`config.mk`:
```
export PLATFORM = sky130hd
export DESIGN_NAME = temporizador_irrigacao_flat
export DESIGN_NICKNAME = d
export VERILOG_FILES = /design/src/rtl/temporizador_irrigacao_if.sv /design/src/rtl/temporizador_irrigacao.sv /design/src/flat_wrapper.sv
export SDC_FILE = /design/constraint.sdc
export NUM_CORES = 1
export LEC_CHECK = 0
export CAP_MARGIN = 20
export CORE_MARGIN = 1
export CORE_UTILIZATION = 40
export CTS_CLUSTER_SIZE = 28
export DETAILED_ROUTE_END_ITERATION = 10
export MAX_ROUTING_LAYER = met4
export PLACE_DENSITY_LB_ADDON = 0.12
export RECOVER_POWER = 100
export SETUP_SLACK_MARGIN = 0.5
export SLEW_MARGIN = 20
export SYNTH_ARGS = -nofsm -noshare
export SYNTH_HDL_FRONTEND = slang
export SYNTH_SLANG_ARGS = --single-unit
```
`constraint.sdc`:
```
create_clock -name clock -period 6.5 [get_ports clock]
set_input_delay 1.3 -clock clock [delete_from_list [all_inputs] [get_ports clock]]
set_output_delay 1.3 -clock clock [all_outputs]
set_load 0.01 [all_outputs]
```
`src/rtl/temporizador_irrigacao_if.sv`:
```
// Signal bundle for the irrigation timer: control strobes and zone masks in,
// BCD countdown, valve drive and multiplexed display out.
interface temporizador_irrigacao_if #(
  parameter int NUM_ZONAS = 4
);
  logic                 umSegundo;
  logic                 displayClock;
  logic                 iniciar;
  logic                 parar;
  logic                 pausa;
  logic [NUM_ZONAS-1:0] habilitaZona;
  logic [NUM_ZONAS-1:0] modoZona;

  logic [3:0]           dezenaMinuto;
  logic [3:0]           unidadeMinuto;
  logic [3:0]           dezenaSegundos;
  logic [3:0]           unidadeSegundos;
  logic [NUM_ZONAS-1:0] valvula;
  logic                 aspersaoAtiva;
  logic [2:0]           zonaAtiva;
  logic                 ocupado;
  logic                 fim;
  logic [3:0]           displayDigits;
  logic [7:0]           displaySegments;

  modport master (
    output umSegundo, displayClock, iniciar, parar, pausa, habilitaZona, modoZona,
    input  dezenaMinuto, unidadeMinuto, dezenaSegundos, unidadeSegundos,
    input  valvula, aspersaoAtiva, zonaAtiva, ocupado, fim,
    input  displayDigits, displaySegments
  );

  modport slave (
    input  umSegundo, displayClock, iniciar, parar, pausa, habilitaZona, modoZona,
    output dezenaMinuto, unidadeMinuto, dezenaSegundos, unidadeSegundos,
    output valvula, aspersaoAtiva, zonaAtiva, ocupado, fim,
    output displayDigits, displaySegments
  );
endinterface

```
`src/rtl/temporizador_irrigacao.sv`:
```
// Multi-zone irrigation sequencer: waters each enabled zone in ascending order,
// counting a BCD mm:ss value down on the one-second enable, with a 4-digit scan display.
module temporizador_irrigacao #(
  parameter int NUM_ZONAS              = 4,   // legal range 2..8
  parameter int PRESET_ASPERSAO_MIN    = 51,  // 1..59
  parameter int PRESET_GOTEJAMENTO_MIN = 3    // 1..59
) (
  input logic                     clock,
  input logic                     resetN,
  temporizador_irrigacao_if.slave bus
);

  localparam int IDX_W = (NUM_ZONAS > 2) ? $clog2(NUM_ZONAS) : 1;

  localparam logic [3:0] ASP_DEZ = 4'(PRESET_ASPERSAO_MIN / 10);
  localparam logic [3:0] ASP_UNI = 4'(PRESET_ASPERSAO_MIN % 10);
  localparam logic [3:0] GOT_DEZ = 4'(PRESET_GOTEJAMENTO_MIN / 10);
  localparam logic [3:0] GOT_UNI = 4'(PRESET_GOTEJAMENTO_MIN % 10);

  typedef enum logic [2:0] {
    OCIOSO,
    PROXIMA,
    CONTANDO,
    PAUSADO,
    CONCLUIDO
  } estado_t;

  typedef struct packed {
    logic [3:0] dm;
    logic [3:0] um;
    logic [3:0] ds;
    logic [3:0] us;
  } bcd_t;

  localparam bcd_t UM_SEGUNDO = '{dm: 4'd0, um: 4'd0, ds: 4'd0, us: 4'd1};

  estado_t              estado, estado_prox;
  bcd_t                 tempo, tempo_prox, tempo_dec;
  logic [NUM_ZONAS-1:0] pendente, pendente_prox;
  logic [NUM_ZONAS-1:0] modo_lat;
  logic [NUM_ZONAS-1:0] valvula, valvula_prox;
  logic [IDX_W-1:0]     zona, zona_prox, indice;
  logic                 achou;
  logic                 carregar, decrementar, limpar, iniciar_seq;
  logic                 aspersao, aspersao_prox;
  logic                 ocupado, ocupado_prox;
  logic                 fim, fim_prox;
  logic [1:0]           scan;
  logic [3:0]           digito;

  function automatic bcd_t preset(input logic asp);
    return asp ? bcd_t'({ASP_DEZ, ASP_UNI, 8'h00}) : bcd_t'({GOT_DEZ, GOT_UNI, 8'h00});
  endfunction

  // Active-low {g,f,e,d,c,b,a}; codes 10..15 are blank.
  function automatic logic [6:0] glifo(input logic [3:0] valor);
    case (valor)
      4'd0:    return 7'h40;
      4'd1:    return 7'h79;
      4'd2:    return 7'h24;
      4'd3:    return 7'h30;
      4'd4:    return 7'h19;
      4'd5:    return 7'h12;
      4'd6:    return 7'h02;
      4'd7:    return 7'h78;
      4'd8:    return 7'h00;
      4'd9:    return 7'h10;
      default: return 7'h7F;
    endcase
  endfunction

  // Pending zones are cleared as they are served, so the lowest set bit is the
  // lowest enabled zone above the last one watered.
  always_comb begin
    achou  = 1'b0;
    indice = '0;
    for (int i = NUM_ZONAS - 1; i >= 0; i--) begin
      if (pendente[i]) begin
        achou  = 1'b1;
        indice = IDX_W'(i);
      end
    end
  end

  always_comb begin
    tempo_dec = tempo;
    if (tempo.us != 4'd0) begin
      tempo_dec.us = tempo.us - 4'd1;
    end else begin
      tempo_dec.us = 4'd9;
      if (tempo.ds != 4'd0) begin
        tempo_dec.ds = tempo.ds - 4'd1;
      end else begin
        tempo_dec.ds = 4'd5;
        if (tempo.um != 4'd0) begin
          tempo_dec.um = tempo.um - 4'd1;
        end else begin
          tempo_dec.um = 4'd9;
          tempo_dec.dm = tempo.dm - 4'd1;
        end
      end
    end
  end

  always_comb begin
    // NOTE: every signal driven here gets a default first so no path leaves it unassigned (no latch).
    estado_prox = estado;
    carregar    = 1'b0;
    decrementar = 1'b0;
    limpar      = 1'b0;
    iniciar_seq = 1'b0;

    case (estado)
      OCIOSO: begin
        if (bus.iniciar) begin
          iniciar_seq = 1'b1;
          estado_prox = PROXIMA;
        end
      end
      PROXIMA: begin
        if (achou) begin
          carregar    = 1'b1;
          estado_prox = CONTANDO;
        end else begin
          estado_prox = CONCLUIDO;
        end
      end
      CONTANDO: begin
        if (bus.pausa) begin
          estado_prox = PAUSADO;
        end else if (bus.umSegundo) begin
          decrementar = 1'b1;
          if (tempo == UM_SEGUNDO) estado_prox = PROXIMA;
        end
      end
      PAUSADO: begin
        if (!bus.pausa) estado_prox = CONTANDO;
      end
      CONCLUIDO: estado_prox = OCIOSO;
      default:   estado_prox = OCIOSO;
    endcase

    // Cancel overrides everything, including a simultaneous start.
    if (bus.parar) begin
      estado_prox = OCIOSO;
      limpar      = 1'b1;
      carregar    = 1'b0;
      decrementar = 1'b0;
      iniciar_seq = 1'b0;
    end
  end

  // Outputs are computed from the next state so they change on the same edge as the state.
  always_comb begin
    tempo_prox    = tempo;
    pendente_prox = pendente;
    zona_prox     = zona;

    if (limpar) begin
      tempo_prox = '0;
      zona_prox  = '0;
    end else if (iniciar_seq) begin
      pendente_prox = bus.habilitaZona;
    end else if (carregar) begin
      tempo_prox            = preset(modo_lat[indice]);
      pendente_prox[indice] = 1'b0;
      zona_prox             = indice;
    end else if (decrementar) begin
      tempo_prox = tempo_dec;
    end

    valvula_prox  = '0;
    aspersao_prox = 1'b0;
    if (estado_prox == CONTANDO) begin
      valvula_prox[zona_prox] = 1'b1;
      aspersao_prox           = modo_lat[zona_prox];
    end

    ocupado_prox = (estado_prox == PROXIMA) || (estado_prox == CONTANDO) ||
                   (estado_prox == PAUSADO);
    fim_prox     = (estado_prox == CONCLUIDO);
  end

  always_ff @(posedge clock or negedge resetN) begin
    if (!resetN) begin
      estado   <= OCIOSO;
      tempo    <= '0;
      pendente <= '0;
      modo_lat <= '0;
      zona     <= '0;
      valvula  <= '0;
      aspersao <= 1'b0;
      ocupado  <= 1'b0;
      fim      <= 1'b0;
    end else begin
      // NOTE: non-blocking assignments so every register samples pre-edge values.
      estado   <= estado_prox;
      tempo    <= tempo_prox;
      pendente <= pendente_prox;
      if (iniciar_seq) modo_lat <= bus.modoZona;
      zona     <= zona_prox;
      valvula  <= valvula_prox;
      aspersao <= aspersao_prox;
      ocupado  <= ocupado_prox;
      fim      <= fim_prox;
    end
  end

  always_ff @(posedge clock or negedge resetN) begin
    if (!resetN) begin
      scan <= 2'd0;
    end else if (bus.displayClock) begin
      scan <= scan + 2'd1;
    end
  end

  always_comb begin
    case (scan)
      2'd0:    digito = tempo.us;
      2'd1:    digito = tempo.ds;
      2'd2:    digito = tempo.um;
      default: digito = tempo.dm;
    endcase
  end

  assign bus.dezenaMinuto    = tempo.dm;
  assign bus.unidadeMinuto   = tempo.um;
  assign bus.dezenaSegundos  = tempo.ds;
  assign bus.unidadeSegundos = tempo.us;
  assign bus.valvula         = valvula;
  assign bus.aspersaoAtiva   = aspersao;
  assign bus.zonaAtiva       = 3'(zona);
  assign bus.ocupado         = ocupado;
  assign bus.fim             = fim;

  // The decimal point on the minutes-units digit separates mm.ss.
  assign bus.displayDigits   = ~(4'b0001 << scan);
  assign bus.displaySegments = {(scan != 2'd2), glifo(digito)};

endmodule

```
`src/flat_wrapper.sv`:
```
// flat-port wrapper written by rule: the top's interface ports become plain ports
module temporizador_irrigacao_flat 
#(
  parameter int NUM_ZONAS              = 4,                      
  parameter int PRESET_ASPERSAO_MIN    = 51,          
  parameter int PRESET_GOTEJAMENTO_MIN = 3            
)
  (clock, resetN, bus_umSegundo, bus_displayClock, bus_iniciar, bus_parar, bus_pausa, bus_habilitaZona, bus_modoZona, bus_dezenaMinuto, bus_unidadeMinuto, bus_dezenaSegundos, bus_unidadeSegundos, bus_valvula, bus_aspersaoAtiva, bus_zonaAtiva, bus_ocupado, bus_fim, bus_displayDigits, bus_displaySegments);
  temporizador_irrigacao_if #(.NUM_ZONAS(NUM_ZONAS)) bus_i ();
  input logic clock;
  input logic resetN;
  input wire logic [$bits(bus_i.umSegundo)-1:0] bus_umSegundo;
  input wire logic [$bits(bus_i.displayClock)-1:0] bus_displayClock;
  input wire logic [$bits(bus_i.iniciar)-1:0] bus_iniciar;
  input wire logic [$bits(bus_i.parar)-1:0] bus_parar;
  input wire logic [$bits(bus_i.pausa)-1:0] bus_pausa;
  input wire logic [$bits(bus_i.habilitaZona)-1:0] bus_habilitaZona;
  input wire logic [$bits(bus_i.modoZona)-1:0] bus_modoZona;
  output wire logic [$bits(bus_i.dezenaMinuto)-1:0] bus_dezenaMinuto;
  output wire logic [$bits(bus_i.unidadeMinuto)-1:0] bus_unidadeMinuto;
  output wire logic [$bits(bus_i.dezenaSegundos)-1:0] bus_dezenaSegundos;
  output wire logic [$bits(bus_i.unidadeSegundos)-1:0] bus_unidadeSegundos;
  output wire logic [$bits(bus_i.valvula)-1:0] bus_valvula;
  output wire logic [$bits(bus_i.aspersaoAtiva)-1:0] bus_aspersaoAtiva;
  output wire logic [$bits(bus_i.zonaAtiva)-1:0] bus_zonaAtiva;
  output wire logic [$bits(bus_i.ocupado)-1:0] bus_ocupado;
  output wire logic [$bits(bus_i.fim)-1:0] bus_fim;
  output wire logic [$bits(bus_i.displayDigits)-1:0] bus_displayDigits;
  output wire logic [$bits(bus_i.displaySegments)-1:0] bus_displaySegments;
  assign bus_i.umSegundo = bus_umSegundo;
  assign bus_i.displayClock = bus_displayClock;
  assign bus_i.iniciar = bus_iniciar;
  assign bus_i.parar = bus_parar;
  assign bus_i.pausa = bus_pausa;
  assign bus_i.habilitaZona = bus_habilitaZona;
  assign bus_i.modoZona = bus_modoZona;
  assign bus_dezenaMinuto = bus_i.dezenaMinuto;
  assign bus_unidadeMinuto = bus_i.unidadeMinuto;
  assign bus_dezenaSegundos = bus_i.dezenaSegundos;
  assign bus_unidadeSegundos = bus_i.unidadeSegundos;
  assign bus_valvula = bus_i.valvula;
  assign bus_aspersaoAtiva = bus_i.aspersaoAtiva;
  assign bus_zonaAtiva = bus_i.zonaAtiva;
  assign bus_ocupado = bus_i.ocupado;
  assign bus_fim = bus_i.fim;
  assign bus_displayDigits = bus_i.displayDigits;
  assign bus_displaySegments = bus_i.displaySegments;
  temporizador_irrigacao #(.NUM_ZONAS(NUM_ZONAS), .PRESET_ASPERSAO_MIN(PRESET_ASPERSAO_MIN), .PRESET_GOTEJAMENTO_MIN(PRESET_GOTEJAMENTO_MIN)) u_core (.clock(clock), .resetN(resetN), .bus(bus_i));
endmodule
```
Yosys cells after proc, flatten, opt, wreduce, memory -nomap -nowiden:

Memory sizes are Yosys's and may differ from the RTL's.
Cells that the tools add are included.

* bits in registers: 38
* bits in read-only memories: 112
* input port bits: 15
* output and inout bits: 38
* word-level logic and storage cells: 113
* memories kept: 1

Memory list
* (no name shown): words 16, width 7, rd ports 1, clocked after memory_dff 0, wr ports 0, line temporizador_irrigacao.sv:57 `case (valor)`

* $add $sub $neg: 5
* magnitude comparators: 4
* eq/ne operators: 15
* shifts and indexed selects: 1
* multiplexer cells: 54
* bitwise operators: 4
* reductions and logical operators: 16

Operators with widths (count)
* two-way mux 16 bit: 4
* two-way mux 4 bit: 7
* two-way mux 3 bit: 7
* two-way mux 1 bit: 20
* equality test 16 x 1 -> 1 bit, second input constant: 1
* subtractor 4 x 1 -> 4 bit, second input constant: 4
* two-way mux 15 bit: 1
* two-way mux 2 bit: 7
* equality test 3 x 2 -> 1 bit, second input constant: 4
* two-way mux 12 bit: 1
* one-hot mux 3 bit (4 select lines): 1
* one-hot mux 4 bit (3 select lines): 1
* nonzero test 4 bit: 3
* != test 3 x 1 -> 1 bit, second input constant: 3
* two-way mux 8 bit: 1
* NOT 4 bit: 2
* equality test 3 x 1 -> 1 bit, second input constant: 2
* < comparator 2 x 3 -> 1 bit, second input constant: 2
* AND reduction 5 bit: 1
* bitwise AND 4 bit: 1
* binary-select mux 1 bit (select 2 bit): 2
* demux 1 bit (select 2 bit): 2
* greater-or-equal comparator 2 x 1 -> 1 bit, second input constant: 2
* AND reduction 2 bit: 2
* other kinds (16): 18

Logic depth before layout (Yosys ltp):

* depth after elaboration: 15
* gate-level depth with buffers: 9
* mapped depth without buffers: 9

Worst setup path before layout:

OpenSTA, ideal clock, no wires.

* path type: register to output
* start: register u_core.scan[0]
* end: output bus_displaySegments[1]
* data arrival time: 2.030 ns
* data required time: 5.200 ns
* path slack: 3.170 ns
* stages on the path, launching flop included: 9
* buffers on the path: 0
* path through: dfrtp_1 inv_1 ha_1 a222oi_1 nand2_1 o21ai_0 ha_1 nand2b_1 a21boi_0

* longest elaborated chain between the ends: 3
* elaborated cells between the ends (all ways): 5
* those cells by class: eq/ne (2); mux (1); reduce/logical (1); memory (1)

RTL lines
* from (decl): line temporizador_irrigacao.sv:48 `logic [1:0] scan;`
* from (signal assigned): line temporizador_irrigacao.sv:213 `scan <= scan + 2'd1;`
* equality test 2 bit (tied with other cells): line temporizador_irrigacao.sv:218 `case (scan)`
* one-hot mux 4 bit (3 select lines) (*): line temporizador_irrigacao.sv:218
* memory read (16 x 7 bit) (*)
* to (decl): line flat_wrapper.sv:29 `output wire logic [$bits(bus_i.displaySegments)-1:0] bus_displaySegments;`

Mark *: on every way between the ends. The rest lies on a longest branch, timed or not.

Worst setup path after layout:

Ends and elaborated chain as after synthesis.

==> impl_summary.txt <==
----------------------------------------------------
[Status]
  Status ... finished, violations left
  Violated checks ... capacitance limit, slew limit

[Critical path]
  Required @ worst endpoint ... 5200 ps
  Start-to-end type of the worst setup path ... flop to output port
  Largest fanout on the critical path ... 6
  Critical path arrival ... 3060 ps
  CP Launch Type ... flop
  Critical Path End Type ... output port

[STA]
  Hold Fails Final Rpt ... 0
  Setup TNS Final ... 0 ps
  Total count of max-transition violations in the final report ... 39
  Setup repair after global routing missed its margin ... no
  Worst clock skew ... 4.31 ps
  Slew at the pin closest to its max-slew limit ... 2040 ps
  Part of the cycle the worst path needs ... 0.670
  Timing-limited maximum frequency ... 0.230 GHz
  Final Critical Period ... 4360 ps
  Final setup fails ... 0
  Post-layout worst setup margin ... 2140 ps
  Worst max-slew margin expressed relative to the limit ... -0.357

[Die]
  Core area ... 5540 um2
  Effective utilization at floorplan ... 0.418
  Number of I/O pins ... 53
  Die Wd ... 78.1 um
  Floorplan die area ... 6100 um2
  FP Rows ... 27
  Height of the die ... 78.1 um

[Clock network]
  Clock Tree Buf Depth ... 2
  Total of hold buffers inserted after clock tree synthesis ... 0
  H-tree depth ... 2
  # resized after CTS ... 0
  Clock input transition at the sequential cells of the worst setup and hold paths ... 70 ps
  Number of CTS-inserted buffers ... 5
  CTS tree ... done
  Number of clock sinks seen by CTS ... 38
  Post-CTS Setup Bufs ... 0
  Worst-Skew Late Latency ... 290 ps
  Clk root buf ... sky130_fd_sc_hd__clkbuf_8

[Cells and area]
  Antenna fix cells ... 0
  Post-synthesis to final-layout area growth ... 27.1%
  Filler Cell Count ... 548
  Fraction of layout instances using a drive strength above 1 ... 0.0596
  Count of nets after finishing ... 330
  Cell area after layout ... 2950 um2

[Synthesis]
  Unique cell type count in the Yosys netlist ... 48
  Number of enable flip-flop cells after synthesis ... 0
  Area share of the leading cell type in the synthesized netlist ... 0.410
  Synth warnings ... 0
  Net count after synthesis ... 283
  Seq/Total Area, Yosys ... 0.410
  Synth Area per Inst ... 9.09 um2
  Most instantiated library cell after synthesis ... sky130_fd_sc_hd__dfrtp_1
  Commonest cells in the synthesized netlist ... sky130_fd_sc_hd__dfrtp_1 (38), sky130_fd_sc_hd__nor2_1 (28), sky130_fd_sc_hd__nand2_1 (25)
  Area contributors post-synth ... sky130_fd_sc_hd__dfrtp_1 (41%), sky130_fd_sc_hd__ha_1 (7.0%), sky130_fd_sc_hd__nor2_1 (4.5%)
  Number of instances in the synthesized netlist ... 255
  Most used flip-flop cell after synthesis ... sky130_fd_sc_hd__dfrtp_1
  Summed instance area of the synthesized netlist ... 2320 um2
  Register bit total from synthesis ... 38
  Most area-hungry cell type in the Yosys netlist ... sky130_fd_sc_hd__dfrtp_1
  Proportion of synthesized flip-flops having asynchronous set or reset ... 1.00

[GRT]
  Number of global-route vias before repair ... 1,814
  Initial antenna violation count ... 0
  First-pass GRT wire length ... 9050 um
  Largest net degree at the start of global routing ... 39
  All-Layer GR Usage ... 0.194
  Gr ovfl total ... 0

[Pwr]
  Maximum vdd drop ... 0.186 mV
  PwrDens ... 315 nW/um2
  Lkg Pwr ... 1.38 nW

[Route]
  Post-route ant nets ... 0
  Via/cell ratio ... 5.27
  Number of violations reported at the end of detailed-routing iteration 0 ... 184
  First-pass detailed-route iteration total ... 5
  DRC errors left ... 0
  Overall via count from detail_route ... 1,971
  Total Routed Length ... 5090 um
  Average wire length per cell after detail routing ... 13.6 um

[Placed design]
  HPWL reported at the end of detailed placement ... 3780 um
  Placed Area ... 2840 um2
  Port-buffer cells ... 51
  Placer congestion estimate ... 0.843
  Post-placement setup slack ... 2560 ps

[Job]
  Max-capacitance violation count ... 1

[Hold path]
  Worst min-delay path category ... flop to flop

----------------------------------------------------
-- state kept, by name, indices dropped and copies added (netlist names) --
signal,count
u_core.bus.dezenaMinuto,4
u_core.bus.dezenaSegundos,4
u_core.bus.unidadeMinuto,4
u_core.bus.unidadeSegundos,4
u_core.bus.valvula,4
u_core.modo_lat,4
u_core.pendente,4
u_core.estado,3
u_core.scan,2
u_core.zona,2
u_core.bus.aspersaoAtiva,1
u_core.bus.fim,1
u_core.bus.ocupado,1
-- where the power goes --
part / switching [mW] / internal, mW / leakage [nW]
clock: 0.0829 / 0.123 / 0.0573
combinational: 0.208 / 0.190 / 0.817
sequential: 0.0508 / 0.273 / 0.507
-- routing by layer --
layer	track usage	share of wire
met3	0.0407	0.047
met4	0.0500	0.010
met1	0.288	0.52
met5	-	0
met2	0.267	0.42
-- worst paths after layout --
check | startpoint | to | slack [ps] | depth (start not counted)
max in group asynchronous | resetN | u_core.pendente[3]$_DFFE_PN0P_ | 3750 | 1
setup reg to reg | u_core.bus.dezenaSegundos[0]$_DFFE_PN0P_ | u_core.bus.unidadeMinuto[1]$_DFFE_PN0P_ | 3840 | 6
hold / removal | u_core.modo_lat[2]$_DFFE_PN0P_ | u_core.modo_lat[2]$_DFFE_PN0P_ | 560 | 1
hold reg to reg | u_core.modo_lat[2]$_DFFE_PN0P_ | u_core.modo_lat[2]$_DFFE_PN0P_ | 560 | 1
min in group asynchronous | resetN | u_core.bus.dezenaSegundos[2]$_DFFE_PN0P_ | 1580 | 1
setup / recovery | u_core.scan[0]$_DFFE_PN0P_ | bus_displaySegments[1] | 2140 | 9
-- cell type report --
type / instances / area, um2 / share of cell area
timing repair buffer: 51 / 504 / 0.171
inverter: 18 / 67.6 / 0.0229
clock inverter: 1 / 30.0 / 0.0102
multi-input combinational: 188 / 1220 / 0.414
sequential: 38 / 951 / 0.323
clock buffer: 6 / 82.6 / 0.0280
tap: 72 / 90.1 / 0.0306
-- cells by family after synthesis --
family	after synthesis	synth area share
flip-flops	38	0.410
buffers and inverters	29	0.0631
AO/OA/AOI/OAI	52	0.143
multiplexers	13	0.0588
adder cells (fa/ha/maj)	13	0.0702
AND/OR/NAND/NOR	102	0.227
other	1	0.00162
XOR/XNOR	7	0.0264
-- per-stage QoR --
step | hold WS (ps) | utilization | power, mW | std cells
2_1_floorplan | 504 | - | 0.571 | 255
3_3_place_gp | 542 | 0.512 | 0.746 | 367
3_5_place_dp | 545 | 0.512 | 0.746 | 367
4_1_cts | 563 | 0.532 | 0.958 | 374
5_1_grt | 594 | 0.532 | 1.00 | 374
6_report | 564 | 0.532 | 0.928 | 374
-- worst max-delay path: stages (launching register included) --
cell and delay [ps]:
sky130_fd_sc_hd__dfrtp_1 450, sky130_fd_sc_hd__inv_1 90, sky130_fd_sc_hd__ha_1 260, sky130_fd_sc_hd__a222oi_1 340, sky130_fd_sc_hd__mux2_1 310, sky130_fd_sc_hd__inv_1 90
sky130_fd_sc_hd__ha_1 280, sky130_fd_sc_hd__nand2b_1 150, sky130_fd_sc_hd__a21boi_0 160, sky130_fd_sc_hd__dlygate4sd3_1 620
-- cell usage in the layout (no fill, tap or decap), drive strengths merged, types with 2 or more instances in the layout --
cell	Yosys	routed
a21oi	14	14
a222oi	4	4
a311oi	3	3
a31oi	4	4
clkbuf	4	7
clkdlybuf4s50	1	10
dfrtp	38	38
dlygate4sd3	0	40
ha	13	13
inv	17	17
mux2	5	5
mux2i	8	8
nand2	25	25
nand2b	5	5
nand3	3	3
nor2	28	28
nor2b	5	5
nor3	9	9
nor3b	3	3
nor4	6	6
nor4b	2	2
o21ai	18	18
or3	3	3
or3b	4	4
or4	2	2
or4b	3	3
xnor2	3	3
xor2	4	4
(Power assumes the default switching activity.)
